--- config.mk ---
export PLATFORM = sky130hd
export DESIGN_NAME = multicycle_adder
export DESIGN_NICKNAME = d
export VERILOG_FILES = /design/src/rtl/multicycle_adder.sv
export SDC_FILE = /design/constraint.sdc
export NUM_CORES = 1
export LEC_CHECK = 0
export CAP_MARGIN = 20
export CORE_ASPECT_RATIO = 0.6
export CORE_UTILIZATION = 56
export CTS_CLUSTER_DIAMETER = 150
export CTS_CLUSTER_SIZE = 28
export DETAILED_ROUTE_END_ITERATION = 8
export PLACE_DENSITY = 0.82
export SYNTH_ARGS = -nofsm -noshare
export SYNTH_HDL_FRONTEND = slang
export SYNTH_SLANG_ARGS = --single-unit
--- constraint.sdc ---
create_clock -name clk_i -period 5.7 [get_ports clk_i]
set_clock_uncertainty 0.05 [all_clocks]
set_input_delay 1.14 -clock clk_i [delete_from_list [all_inputs] [get_ports clk_i]]
set_output_delay 1.14 -clock clk_i [all_outputs]
set_load 0.01 [all_outputs]
--- src/rtl/multicycle_adder.sv ---
// Multi-cycle ripple adder/subtractor: one CHUNK-bit slice per clock with a
// registered inter-slice carry; start/busy/done handshake to the sequencer.
module multicycle_adder #(
    parameter int unsigned WIDTH = 32,
    parameter int unsigned CHUNK = 8
) (
    input  logic             clk_i,
    input  logic             rst_n_i,
    input  logic             start_i,
    input  logic             sub_i,
    input  logic [WIDTH-1:0] a_i,
    input  logic [WIDTH-1:0] b_i,
    input  logic             c_in_i,
    output logic             busy_o,
    output logic             done_o,
    output logic [WIDTH-1:0] sum_o,
    output logic             c_out_o,
    output logic             ovf_o
);
    localparam int unsigned N  = WIDTH / CHUNK;
    localparam int unsigned CW = (N > 1) ? $clog2(N) : 1;
    localparam logic [CW-1:0] LAST = CW'(N - 1);

    typedef enum logic [1:0] {IDLE, BUSY, DONE} state_t;

    state_t           state_q;
    logic [WIDTH-1:0] a_q, b_q, res_q, sum_q;
    logic             carry_q, cout_q, ovf_q;
    logic [CW-1:0]    cnt_q;

    logic [CHUNK:0]   slice_d;
    logic [WIDTH-1:0] res_d;
    logic             msb_cin_d;

    always_comb begin
        slice_d   = {1'b0, a_q[CHUNK-1:0]} + {1'b0, b_q[CHUNK-1:0]} + {{CHUNK{1'b0}}, carry_q};
        // Slice sum enters from the top so after N slices the result is aligned.
        res_d     = (res_q >> CHUNK) | (WIDTH'(slice_d[CHUNK-1:0]) << (WIDTH - CHUNK));
        // Carry into the slice MSB recovered from its sum bit and operand bits.
        msb_cin_d = a_q[CHUNK-1] ^ b_q[CHUNK-1] ^ slice_d[CHUNK-1];
    end

    always_ff @(posedge clk_i or negedge rst_n_i) begin
        if (!rst_n_i) begin
            state_q <= IDLE;
            a_q     <= '0;
            b_q     <= '0;
            res_q   <= '0;
            sum_q   <= '0;
            carry_q <= 1'b0;
            cout_q  <= 1'b0;
            ovf_q   <= 1'b0;
            cnt_q   <= '0;
        end else begin
            case (state_q)
                IDLE, DONE: begin
                    if (start_i) begin
                        a_q     <= a_i;
                        b_q     <= sub_i ? ~b_i : b_i;
                        carry_q <= sub_i | c_in_i;
                        cnt_q   <= '0;
                        state_q <= BUSY;
                    end else begin
                        state_q <= IDLE;
                    end
                end
                BUSY: begin
                    a_q     <= a_q >> CHUNK;
                    b_q     <= b_q >> CHUNK;
                    res_q   <= res_d;
                    carry_q <= slice_d[CHUNK];
                    cnt_q   <= cnt_q + 1'b1;
                    if (cnt_q == LAST) begin
                        sum_q   <= res_d;
                        cout_q  <= slice_d[CHUNK];
                        ovf_q   <= msb_cin_d ^ slice_d[CHUNK];
                        cnt_q   <= '0;
                        state_q <= DONE;
                    end
                end
                default: state_q <= IDLE;
            endcase
        end
    end

    assign busy_o  = (state_q == BUSY);
    assign done_o  = (state_q == DONE);
    assign sum_o   = sum_q;
    assign c_out_o = cout_q;
    assign ovf_o   = ovf_q;
endmodule

**Word-level counts from Yosys, hierarchy flattened**

Cells that the tools add are included.

- Multiplexer cells: 13
- Reduce and logical (&&, ||, !) cells: 5
- Equality and inequality tests: 5
- Add/sub/neg operators: 3
- Bitwise logic cells: 6

Operator list:

| operator | number |
|---|---|
| one-hot mux 32 bit (2 select lines) | 2 |
| 2-to-1 mux 32 bit | 3 |
| inverter 32 bit | 1 |
| bitwise OR 24 x 32 -> 32 bit | 1 |
| adder 8 x 8 -> 9 bit | 1 |
| adder 9 x 1 -> 9 bit | 1 |
| one-hot mux 2 bit (2 select lines) | 2 |
| 2-to-1 mux 2 bit | 3 |
| equality test 2 bit (second input constant) | 2 |
| AND reduction 2 bit | 2 |
| bitwise XOR 1 bit | 3 |
| adder 2 x 1 -> 2 bit (second input constant) | 1 |
| equality test 2 x 1 -> 1 bit (second input constant) | 1 |
| logical NOT 2 bit | 1 |
| 2-to-1 mux 1 bit | 2 |
| inequality test 2 x 1 -> 1 bit (second input constant) | 1 |
| inequality test 2 bit (second input constant) | 1 |
| one-hot mux 1 bit (2 select lines) | 1 |
| nonzero test 2 bit | 1 |
| OR reduction 2 bit | 1 |
| bitwise OR 1 bit | 1 |

- Word-level logic and storage cells: 41
- Input port bits: 69
- Bits in registers: 135
- Output and inout port bits: 36

**Depth between registers and ports, before layout**

- Word-level depth: 4
- Gate-level depth with buffers: 8
- Gate-level depth less buffers: 8

**Least setup slack after synthesis**

No wires, ideal clock.

- Kind: register -> output
- Start point: register state_q[1]
- End point: output busy_o
- Buffers on the path: 3
- Arrival: 1.097 ns
- Required time: 4.510 ns
- Stages on the path, launching flop included: 6
- Path slack: 3.413 ns
- Cell sequence: dfrtp_1 -> nand2b_1 -> buf_2 -> inv_2 -> buf_2 -> buf_2

- Longest elaborated chain between the ends: 1

RTL lines:

| element | RTL line | RTL |
|---|---|---|
| from (decl) | 26 | `state_t state_q;` |
| from (signal assigned) | 45 | `state_q <= IDLE;` |
| from (signal assigned) | 62 | `state_q <= BUSY;` |
| from (signal assigned) | 64 | `state_q <= IDLE;` |
| equality test 2 x 1 -> 1 bit | 86 | `assign busy_o = (state_q == BUSY);` |
| to (decl) | 14 | `output logic busy_o,` |

Every way passes these cells.

**Final worst setup path**

Same ends and word-level chain as after synthesis.

==> qor_table.md <==
| Parameter | Value | Unit |
| --- | --- | --- |
| Result of the run | complete, no violations | - |
| Post-CTS Hold Buffers | 0 | - |
| H-tree depth | 4 | - |
| Primary flip-flop cell chosen by synthesis mapping | sky130_fd_sc_hd__dfrtp_1 | - |
| Shortest clock period the worst path allows after layout | 3.73 | ns |
| Buffer cell driving the clock tree root | sky130_fd_sc_hd__clkbuf_16 | - |
| Global-route wire length before repair | 20.8 | mm |
| Insertion delay to the later sink of the worst-skew pair | 0.41 | ns |
| Max IR drop VDD | 0.387 | mV |
| Clock-pin slew reported for the worst setup and hold paths after clock tree synthesis | 0.05 | ns |
| WP data arrival | 2.54 | ns |
| FF-to-FF setup slack | 3.04 | ns |
| Endpoints failing hold | 0 | - |
| CTS tree | yes | - |
| Post-synthesis sequential element count | 127 | - |
| Worst reg2reg path endpoint | b_q[28] | - |
| Maximum fanout along the worst path | 71 | - |
| Number of setup violations in the final report | 0 | - |
| GRT Max-Usage Layer | met2 | - |
| Ys Warns | 0 | - |
| Cell total after placement | 709 | - |
| Vias in the first global route | 4165 | - |
| Mean routed wirelength per cell | 17.4 | microns |
| Starting utilization of the core area | 59.0 | % |
| Total Power Consumption | 4.42 | mW |
| Count of cells along the worst register-to-register path | 8 | - |
| Worst min path class | reg -> reg | - |
| Cell leakage power | 3.33 | nW |
| Fraction of power spent switching nets | 35.7 | % |
| Startpoint kind of the worst setup timing path | flop | - |
| Synth Area per Inst | 11.0 | sq um |
| Cell count after synthesis | 503 | - |
| Global Route met1 Usage | 38.1 | % |
| Worst Setup End Kind | output port | - |
| Worst min-delay path endpoint | a_q[19] | - |
| CTS Sinks | 127 | - |
| Power density normalized to cell area | 608 | nW/um^2 |
| Overflow left after global routing | 0 | - |
| Part of the Yosys area used for sequential elements | 57.5 | % |
| Pins Over Slew Limit | 0 | - |
| Mean number of vias per cell | 5.63 | - |
| Die Y-Extent | 78.9 | microns |
| Maximum number of pins on one net before global-route repair | 79 | - |
| Top achievable clock speed | 268 | MHz |
| Cts repair resizes | 0 | - |
| Antenna violations before repair | 0 | - |
| DR iter-0 viols | 403 | - |
| Number of antenna-violating nets in the routed design | 0 | - |
| Setup_tns | 0 | ns |
| Number of primary I/O pins | 105 | - |
| Final Wtd Congestion | 0.864 | - |
| Routed via count | 4172 | - |
| Placeable core region | 9360 | sq um |
| Switching power summed over all nets | 1.58 | mW |
| Number of distinct library cells after synthesis | 31 | - |
| Ant. Diodes | 0 | - |
| Slew HR | 41.5 | % |
| Register share of total power | 35.9 | % |
| Horiz. Die Dim | 130 | microns |
| Net count after synthesis | 582 | - |
| Number of clock buffers inserted by TritonCTS | 17 | - |
| Final period utilization | 65.4 | % |
| GR Layer Usage met3 | 7.41 | % |
| Number of cell rows | 27 | - |
| Relative contribution of combinational cells to total power | 39.5 | % |
| DRC violations left | 0 | - |
| Met2 track demand over resource in global routing | 42.1 | % |
| Wirelength, routed | 12.9 | mm |
| Number of enable flip-flop cells after synthesis | 0 | - |
| Layout Nets | 679 | - |
| Number of max-cap violations | 0 | - |
| Unrepaired setup endpoints after global routing | no | - |
| Synthesized area | 5520 | sq um |
| Data required time of the worst path | 4.51 | ns |
| Cell Int Power | 2.84 | mW |
| Share of final-layout standard cells stronger than drive strength 1 | 11.3 | % |
| Number of post-CTS setup repair buffers | 0 | - |
| Kind of critical path | reg -> out | - |
| Post-route insts no fill | 741 | - |
| Slew @ Worst Pin | 0.877 | ns |
| GRT Total Usage | 27.6 | % |
| Util after Layout | 77.6 | % |
| HP Start | a_q[19] | - |
| Half-perimeter wire length after placement | 8.04 | mm |
| Max Buffers Root-to-Sink | 2 | - |
| Number of cells traversed by the worst hold path | 2 | - |
| Buffers added on ports | 104 | - |
| Part of the total power dissipated in the clock network | 24.6 | % |
| Fraction of synthesis flops using an asynchronous set or reset pin | 100 | % |
| Area growth, synth to finish | 31.4 | % |
| Initial DRT Pass Iterations | 4 | - |
| Reg-to-Reg Start | state_q[0] | - |
| Die Area | 10300 | sq um |
-- final cells by class --
cell class | instances | area [sq um]
clock inverter | 7 | 110
tap | 130 | 163
fill | 568 | 2100
sequential | 127 | 3180
clock buffer | 23 | 478
timing repair buffer | 112 | 1120
inverter | 5 | 18.8
multi-input combinational | 337 | 2190
-- how the worst max path moves through the flow --
stage | start | slack (ns) | to
after global placement | state_q[1] | 2.47 | busy_o
after global routing | state_q[1] | 1.86 | busy_o
after floorplan | state_q[1] | 3.41 | busy_o
after detailed placement | start_i | 2.41 | b_q[29]
after CTS | state_q[1] | 2.01 | busy_o
final | state_q[1] | 1.97 | busy_o
-- synthesized netlist by cell type (8+ instances only) --
library cell,count,area (sq um)
sky130_fd_sc_hd__a22oi_1,23,173
sky130_fd_sc_hd__nor2_1,28,105
sky130_fd_sc_hd__a221o_1,25,250
sky130_fd_sc_hd__ha_1,8,100
sky130_fd_sc_hd__clkbuf_1,20,75.1
sky130_fd_sc_hd__nand2_1,127,477
sky130_fd_sc_hd__buf_2,14,70.1
sky130_fd_sc_hd__xnor2_1,33,289
sky130_fd_sc_hd__mux2_2,26,293
sky130_fd_sc_hd__o21ai_0,24,120
sky130_fd_sc_hd__dfrtp_1,127,3180
sky130_fd_sc_hd__a22o_1,9,78.8
-- flip-flops by register name, indices dropped and copies added, names as in the netlist --
signal	flops
a_q	32
b_q	32
sum_o	32
res_q	24
cnt_q	2
state_q	2
c_out_o	1
carry_q	1
ovf_o	1
-- kinds of logic (layout without fill, tap and decap cells) --
family,after synthesis,after routing,synth area share [%]
AND/OR/NAND/NOR,163,163,11.5
flip-flops,127,127,57.5
AO/OA/AOI/OAI,101,101,14.3
buffers and inverters,39,147,2.97
XOR/XNOR,37,37,5.87
multiplexers,26,26,5.30
adder cells (fa/ha/maj),10,10,2.54
-- through the flow --
step | hold slack, ns | worst slack, ns | instance area, sq um
floorplan | 0.392 | 3.41 | 5520
global placement | 0.411 | 2.47 | 6630
detailed placement | 0.413 | 2.41 | 6630
CTS | 0.429 | 2.01 | 7220
global route | 0.447 | 1.86 | 7260
finish | 0.428 | 1.97 | 7260
-- critical path, stage by stage (launching register included) --
cell and delay, ns:
sky130_fd_sc_hd__dfrtp_1 0.36, sky130_fd_sc_hd__nand2b_1 0.13, sky130_fd_sc_hd__buf_4 0.23, sky130_fd_sc_hd__inv_2 0.07, sky130_fd_sc_hd__buf_4 0.60, sky130_fd_sc_hd__clkdlybuf4s50_1 0.67
-- power by group through the flow --
stage / logic, mW / clock network, mW / registers (mW)
floorplan: 1.09 / 0 / 1.56
global placement: 1.61 / 0 / 1.57
detailed placement: 1.68 / 0 / 1.58
CTS: 1.74 / 1.09 / 1.58
global route: 1.92 / 1.14 / 1.63
finish: 1.74 / 1.09 / 1.59
-- metal layers --
metal	wire (microns)	vias to the layer above
met5	0	-
met4	168	0
met3	744	16
met2	6160	160
met1	5820	2069
li1	-	1927
-- cell usage in the layout, fill, tap and decap left out, drive strengths merged, types with 2 or more instances in the layout --
cell type      instances
ha                     8
clkbuf                23
o31ai                  3
fa                     2
inv                    5
buf                   10
xor2                   4
clkinv                 4
clkdlybuf4s50        102
a22oi                 23
xnor2                 33
nand2                127
nor3                   2
nand2b                 2
o21ai                 25
bufinv                 3
a21oi                  4
mux2                  26
o21a                   3
a221o                 25
nor2b                  3
o211ai                 2
a21o                   3
nor2                  28
a22o                   9
dfrtp                127
Power figures use the tool's default switching activity.
